**config.mk**
```make
export PLATFORM = sky130hd
export DESIGN_NAME = adpcm_frame_tx
export DESIGN_NICKNAME = d
export VERILOG_FILES = /design/src/rtl/adpcm_pkg.sv /design/src/rtl/adpcm_sync_fifo.sv /design/src/rtl/adpcm_frame_tx.sv
export SDC_FILE = /design/constraint.sdc
export NUM_CORES = 1
export LEC_CHECK = 0
export CAP_MARGIN = 20
export CORE_ASPECT_RATIO = 0.7
export CORE_MARGIN = 1.5
export CORE_UTILIZATION = 37
export DETAILED_ROUTE_END_ITERATION = 7
export DONT_BUFFER_PORTS = 1
export PLACE_DENSITY_LB_ADDON = 0.15
export SLEW_MARGIN = 20
export SYNTH_ARGS = -nofsm -noshare
export SYNTH_HDL_FRONTEND = slang
export SYNTH_HIERARCHICAL = 1
export SYNTH_SLANG_ARGS = --single-unit
```
**constraint.sdc**
```tcl
create_clock -name clk -period 3.05 [get_ports clk]
set_input_delay 0.1525 -clock clk [delete_from_list [all_inputs] [get_ports clk]]
set_output_delay 0.1525 -clock clk [all_outputs]
set_load 0.03 [all_outputs]
```
**src/rtl/adpcm_pkg.sv**
```systemverilog
// adpcm_pkg: shared types and helpers for the ADPCM frame transmitter.
// Holds the TX state enum, FIFO entry width helper and config checks.
package adpcm_pkg;

    typedef enum logic [1:0] {
        ST_IDLE = 2'd0,
        ST_SEND = 2'd1,
        ST_GAP  = 2'd2
    } tx_state_e;

    localparam int MIN_GAP   = 1;
    localparam int MIN_DEPTH = 2;

    // FIFO entry is {last, data}
    function automatic int entry_w(input int data_w);
        return data_w + 1;
    endfunction

    function automatic bit is_pow2(input int v);
        return (v >= MIN_DEPTH) && ((v & (v - 1)) == 0);
    endfunction

    function automatic bit cfg_ok(input int depth, input int gap);
        return is_pow2(depth) && (gap >= MIN_GAP);
    endfunction

endpackage

```
**src/rtl/adpcm_sync_fifo.sv**
```systemverilog
// adpcm_sync_fifo: single-clock FIFO with show-ahead read data.
// Ports: push/wdata in, pop/rdata out, full, empty, count (0..DEPTH).
module adpcm_sync_fifo #(
    parameter int WIDTH = 5,
    parameter int DEPTH = 16
) (
    input  logic                     clk,
    input  logic                     rst,
    input  logic                     push,
    input  logic                     pop,
    input  logic [WIDTH-1:0]         wdata,
    output logic [WIDTH-1:0]         rdata,
    output logic                     full,
    output logic                     empty,
    output logic [$clog2(DEPTH):0]   count
);

    localparam int AW = $clog2(DEPTH);
    localparam int CW = AW + 1;

    logic [WIDTH-1:0] mem_q [DEPTH];
    logic [AW-1:0]    wr_ptr_q, wr_ptr_d;
    logic [AW-1:0]    rd_ptr_q, rd_ptr_d;
    logic [CW-1:0]    cnt_q, cnt_d;
    logic             do_push, do_pop;

    assign full  = (cnt_q == CW'(DEPTH));
    assign empty = (cnt_q == '0);
    assign count = cnt_q;
    assign rdata = mem_q[rd_ptr_q];

    always_comb begin
        do_push  = push && !full;
        do_pop   = pop && !empty;
        wr_ptr_d = wr_ptr_q + AW'(do_push);
        rd_ptr_d = rd_ptr_q + AW'(do_pop);
        cnt_d    = cnt_q + CW'(do_push) - CW'(do_pop);
    end

    always_ff @(posedge clk) begin
        if (rst) begin
            wr_ptr_q <= '0;
            rd_ptr_q <= '0;
            cnt_q    <= '0;
        end else begin
            wr_ptr_q <= wr_ptr_d;
            rd_ptr_q <= rd_ptr_d;
            cnt_q    <= cnt_d;
        end
    end

    // Storage needs no reset; occupancy is tracked by the pointers.
    always_ff @(posedge clk) begin
        if (do_push) begin
            mem_q[wr_ptr_q] <= wdata;
        end
    end

endmodule

```
**src/rtl/adpcm_frame_tx.sv**
```systemverilog
// adpcm_frame_tx: buffers samples and sends only complete frames on the link.
// Ports: s_valid/s_ready/s_data/s_last in; frame/data link, busy, frame_cnt, trunc_err out.
module adpcm_frame_tx
    import adpcm_pkg::*;
#(
    parameter int DATA_W = 4,
    parameter int DEPTH  = 16,
    parameter int GAP    = 1,
    parameter int CNT_W  = 16
) (
    input  logic              clk,
    input  logic              rst,
    input  logic              s_valid,
    output logic              s_ready,
    input  logic [DATA_W-1:0] s_data,
    input  logic              s_last,
    output logic              frame,
    output logic [DATA_W-1:0] data,
    output logic              busy,
    output logic [CNT_W-1:0]  frame_cnt,
    output logic              trunc_err
);

    localparam int EW = entry_w(DATA_W);
    localparam int AW = $clog2(DEPTH);
    localparam int CW = AW + 1;
    localparam int GW = (GAP > 1) ? $clog2(GAP) : 1;

    if (!cfg_ok(DEPTH, GAP)) begin : g_bad_cfg
        $error("adpcm_frame_tx: DEPTH must be a power of 2 >= 2, GAP >= 1");
    end

    tx_state_e         state_q, state_d;
    logic [CW-1:0]     pend_q, pend_d;
    logic [GW-1:0]     gap_q, gap_d;
    logic              frame_q, frame_d;
    logic [DATA_W-1:0] data_q, data_d;
    logic              last_q, last_d;
    logic [CNT_W-1:0]  cnt_q, cnt_d;
    logic              trunc_q, trunc_d;

    logic              push, pop, trunc, take;
    logic              fifo_full, fifo_empty;
    logic [CW-1:0]     fifo_count;
    logic [EW-1:0]     fifo_rdata;
    logic              wr_last;
    logic              head_last;
    logic [DATA_W-1:0] head_data;

    assign head_last = fifo_rdata[DATA_W];
    assign head_data = fifo_rdata[DATA_W-1:0];

    adpcm_sync_fifo #(
        .WIDTH (EW),
        .DEPTH (DEPTH)
    ) u_fifo (
        .clk   (clk),
        .rst   (rst),
        .push  (push),
        .pop   (pop),
        .wdata ({wr_last, s_data}),
        .rdata (fifo_rdata),
        .full  (fifo_full),
        .empty (fifo_empty),
        .count (fifo_count)
    );

    always_comb begin
        push = s_valid && !fifo_full;

        state_d = state_q;
        gap_d   = gap_q;
        pop     = 1'b0;
        frame_d = 1'b0;
        data_d  = '0;
        last_d  = 1'b0;

        // IDLE pops only once a whole frame is buffered; SEND keeps popping.
        take = !fifo_empty &&
               ((state_q == ST_SEND) ||
                ((state_q == ST_IDLE) && (pend_q != '0)));

        unique case (state_q)
            ST_IDLE, ST_SEND: begin
                if (take) begin
                    pop     = 1'b1;
                    frame_d = 1'b1;
                    data_d  = head_data;
                    last_d  = head_last;
                    if (head_last) begin
                        state_d = ST_GAP;
                        gap_d   = GW'(GAP - 1);
                    end else begin
                        state_d = ST_SEND;
                    end
                end
            end
            ST_GAP: begin
                if (gap_q == '0) begin
                    state_d = ST_IDLE;
                end else begin
                    gap_d = gap_q - GW'(1);
                end
            end
            default: state_d = ST_IDLE;
        endcase

        // Nothing is popped while no frame is pending, so a push that
        // fills the FIFO with no terminator must close the frame itself.
        trunc = push && !s_last && (pend_q == '0) &&
                (fifo_count == CW'(DEPTH - 1)) && !pop;
        wr_last = s_last || trunc;
        trunc_d = trunc;

        pend_d = pend_q;
        unique case ({push && wr_last, pop && head_last})
            2'b10:   pend_d = pend_q + CW'(1);
            2'b01:   pend_d = pend_q - CW'(1);
            default: pend_d = pend_q;
        endcase

        // Counted as the final beat leaves the link.
        cnt_d = cnt_q + CNT_W'(frame_q && last_q);
    end

    always_ff @(posedge clk) begin
        if (rst) begin
            state_q <= ST_IDLE;
            pend_q  <= '0;
            gap_q   <= '0;
            frame_q <= 1'b0;
            data_q  <= '0;
            last_q  <= 1'b0;
            cnt_q   <= '0;
            trunc_q <= 1'b0;
        end else begin
            state_q <= state_d;
            pend_q  <= pend_d;
            gap_q   <= gap_d;
            frame_q <= frame_d;
            data_q  <= data_d;
            last_q  <= last_d;
            cnt_q   <= cnt_d;
            trunc_q <= trunc_d;
        end
    end

    assign s_ready   = !fifo_full;
    assign frame     = frame_q;
    assign data      = data_q;
    assign busy      = (state_q != ST_IDLE) || (pend_q != '0);
    assign frame_cnt = cnt_q;
    assign trunc_err = trunc_q;

endmodule

```
==> reports/metrics.cfg <==
[worst_setup_path]
start_kind = flip-flop
critPathKind = reg2reg
crit_arrival_ns = 3.23
r2r_slack_ns = 0.13
critPathRequiredTime_ns = 3.35
crit_fanout = 4
r2r-end = pend_q[4]$_SDFFE_PP0P_
worstSetupEndpointType = flip-flop
rr_startpoint = u_fifo/count[2]$_SDFF_PP0_
reg2regPathDepth = 14

[drt]
wire_per_inst_um = 17.2
drtIter0Drc = 238
route.met2.wl_mm = 4.59
top_layer = met4
ant_nets = 0
drc = 0
vias = 3105
routed_wirelength_mm = 10.8
wl_met1_mm = 5.28
drt_first_pass_iters = 4
wl_met3_um = 761
viasPerCell = 4.97

[floorplanning]
num_rows = 36
start_util_pct = 37.8
core_sq_um = 13900
io_pins = 32
fp.dieW_um = 145
floorplan.die_area_sq_um = 14900
fp.dieH_um = 103

[synth]
ys.flop_type = edfxtp_1
synthSimpleGateAreaFrac_pct = 13.5
yosys_warnings = 6
synth_edf_count = 80
synth_top_family_by_area = simple AND/OR/NAND/NOR gates
netlist_instances = 390
synth_nets = 416
syn_area_per_cell_sq_um = 13.4
ys_types = 50
synth-compound-area-share_pct = 5.02
synthArstFlopShare_pct = 0
synth-xor-area-share_pct = 3.01
synth_area_sq_um = 5240
synthAdderAreaFrac_pct = 4.59
ys_ff_latch = 123
muxShareOfSynthArea_pct = 8.74
synth.yosys.seq_area_share_pct = 62.3

[clock_tree]
clk_latency_ns = 0.42
htreeDepth = 4
cts_tree = built
cts_buffers = 17
clock_path_buffers = 2
cts_sinks = 123
clk_pin_slew_ns = 0.05
cts_root_buf = clkbuf_16

[power]
power.internal_w = 0.00384
p_switching_w = 0.00155
p_clk_share_pct = 37.3
powerDensity_nw_per_um2 = 855
sequentialPowerShare_pct = 38.7
swShare_pct = 28.8
p_leak_nw = 2.18
vdd_drop_max_v = 0.000478
p_comb_share_pct = 24.0

[placed_design]
routabilityCongestion = 0.763
pre_cts_slack_ns = -0.00870
placed_area_sq_um = 5550
port-buffer-count = 0
place_hpwl_mm = 7.42

[sta]
clock_skew_ns = 0.0138
finalCritPeriodShare_pct = 95.9
whs_ns = 0.0204
setup_viol = 0
fin_ws_ns = 0.126
period_minus_slack_ns = 2.92
max_freq_mhz = 342
worst_pin_slew_ns = 0.676
tns_ns = 0
drv_slew = 0
relSlewSlack_pct = 54.8
finalHoldViolations = 0

[cells_and_area]
fin_util_pct = 45.5
diodes = 0
final_nets = 448
final_area_sq_um = 6310
final_common_cell = edfxtp_1
layout-drive-gt1-share_pct = 20.0
syn_to_final_growth_pct = 20.4
layout_common_cells = edfxtp_1 (80), nor2_1 (43), dfxtp_1 (40)
fillers = 1276

[worst_hold_path]
min_to = u_fifo/count[1]$_SDFF_PP0_
hold_path_class = in2reg
min_from = rst
hold_depth = 2

[global_routing]
grt_pass1_vias = 3014
track_usage_pct = 15.6
grt_first_pass_wirelength_mm = 17.0
grt.overflow.total = 0
antenna_found_initial = 0
grt_max_degree = 41

[flow_run]
max_cap_viol_count = 0

[run_status]
outcome = finished clean

how the worst max path moves through the flow:
stage,slack [ns],from,cells after the start,endpoint
6_report,0.13,u_fifo/count[2]$_SDFF_PP0_,14,pend_q[4]$_SDFFE_PP0P_
3_5_place_dp,-0.009,u_fifo/count[2]$_SDFF_PP0_,14,pend_q[4]$_SDFFE_PP0P_
5_1_grt,-0.002,u_fifo/count[2]$_SDFF_PP0_,14,pend_q[4]$_SDFFE_PP0P_
2_1_floorplan,0.06,u_fifo/count[2]$_SDFF_PP0_,13,pend_q[4]$_SDFFE_PP0P_
3_3_place_gp,0.05,u_fifo/count[2]$_SDFF_PP0_,14,pend_q[4]$_SDFFE_PP0P_
4_1_cts,0.005,u_fifo/count[2]$_SDFF_PP0_,14,pend_q[4]$_SDFFE_PP0P_
cells by family after synthesis:
family	Yosys count
buf+inv	29
flops	123
fa+ha+maj	18
compound gates	38
mux	33
simple gates	131
xor+xnor	18
metal layers:
metal / track usage [%] / vias to the layer above
met4: 5.49 / 0
met3: 5.53 / 12
met1: 21.8 / 1516
met5: 0 / -
met2: 22.5 / 71
li1: - / 1506
stage by stage:
step / total power, W / std cells
CTS: 0.00538 / 625
global route: 0.00570 / 625
global placement: 0.00328 / 587
finish: 0.00540 / 625
detailed placement: 0.00330 / 587
floorplan: 0.00299 / 390
worst max-delay path, cell delays in order, from the launching register on:
cell and delay, ns:
dfxtp_1 0.34, inv_2 0.06, ha_4 0.15, and4bb_1 0.21
nor2b_2 0.13, nand3_1 0.08, a2111o_1 0.30, a21boi_2 0.16
ha_2 0.19, buf_6 0.13, ha_4 0.26, nand2b_1 0.07
a21oi_2 0.16, mux2i_1 0.22, mux2_2 0.35
timing repair:
item                                    CTS  global route
setup buffers                             0             0
hold buffers                              6             0
endpoints found under the setup margin    1             3
pin swaps                                 0             5
gates resized for setup                   2            19
endpoints found under the hold margin   102             0
cell type report:
| type | count | area (sq um) | area share, % |
|---|---|---|---|
| multi-input combinational | 238 | 1910 | 30.3 |
| clock inverter | 12 | 149 | 2.36 |
| clock buffer | 20 | 447 | 7.08 |
| sequential | 123 | 3270 | 51.8 |
| timing repair buffer | 27 | 235 | 3.73 |
| inverter | 15 | 56.3 | 0.893 |
| tap | 190 | 238 | 3.77 |
cells in the mapped netlist (all sizes together), types with 2 or more instances:
library cell,count,area share [%]
nor4,4,0.60
mux2,2,0.43
o21ai,7,0.67
xor2,10,1.7
mux4,10,4.3
nor2,43,3.1
mux2i,21,4.0
fa,2,0.76
edfxtp,80,46
clkbuf,4,0.29
nand3b,3,0.43
dfxtp,43,16
nor2b,14,1.7
nand2b,7,0.98
nand2,13,0.93
a21oi,9,0.86
a221oi,10,1.7
or3,3,0.36
ha,16,3.8
and3,2,0.26
inv,15,1.1
nand3,10,1.1
xnor2,8,1.3
a22oi,5,0.72
nor3,11,1.1
nand4,5,0.72
a21o,2,0.29
and2,9,1.1
buf,10,1.5
state kept, by name, indices dropped and copies added, names as in the netlist:
register / count
u_fifo/rd_ptr_q: 4
u_fifo/mem_q: 80
u_fifo/count: 5
u_fifo/wr_ptr_q: 4
frame: 1
trunc_err: 1
state_q: 2
frame_cnt: 16
pend_q: 5
last_q: 1
data: 4
power groups by stage:
stage | sequential (W) | combinational [W] | clock [W]
finish | 0.00209 | 0.00130 | 0.00201
global route | 0.00211 | 0.00146 | 0.00213
CTS | 0.00208 | 0.00125 | 0.00206
detailed placement | 0.00211 | 0.00119 | 0
global placement | 0.00211 | 0.00117 | 0
floorplan | 0.00208 | 0.000914 | 0
(Power assumes the default switching activity.)
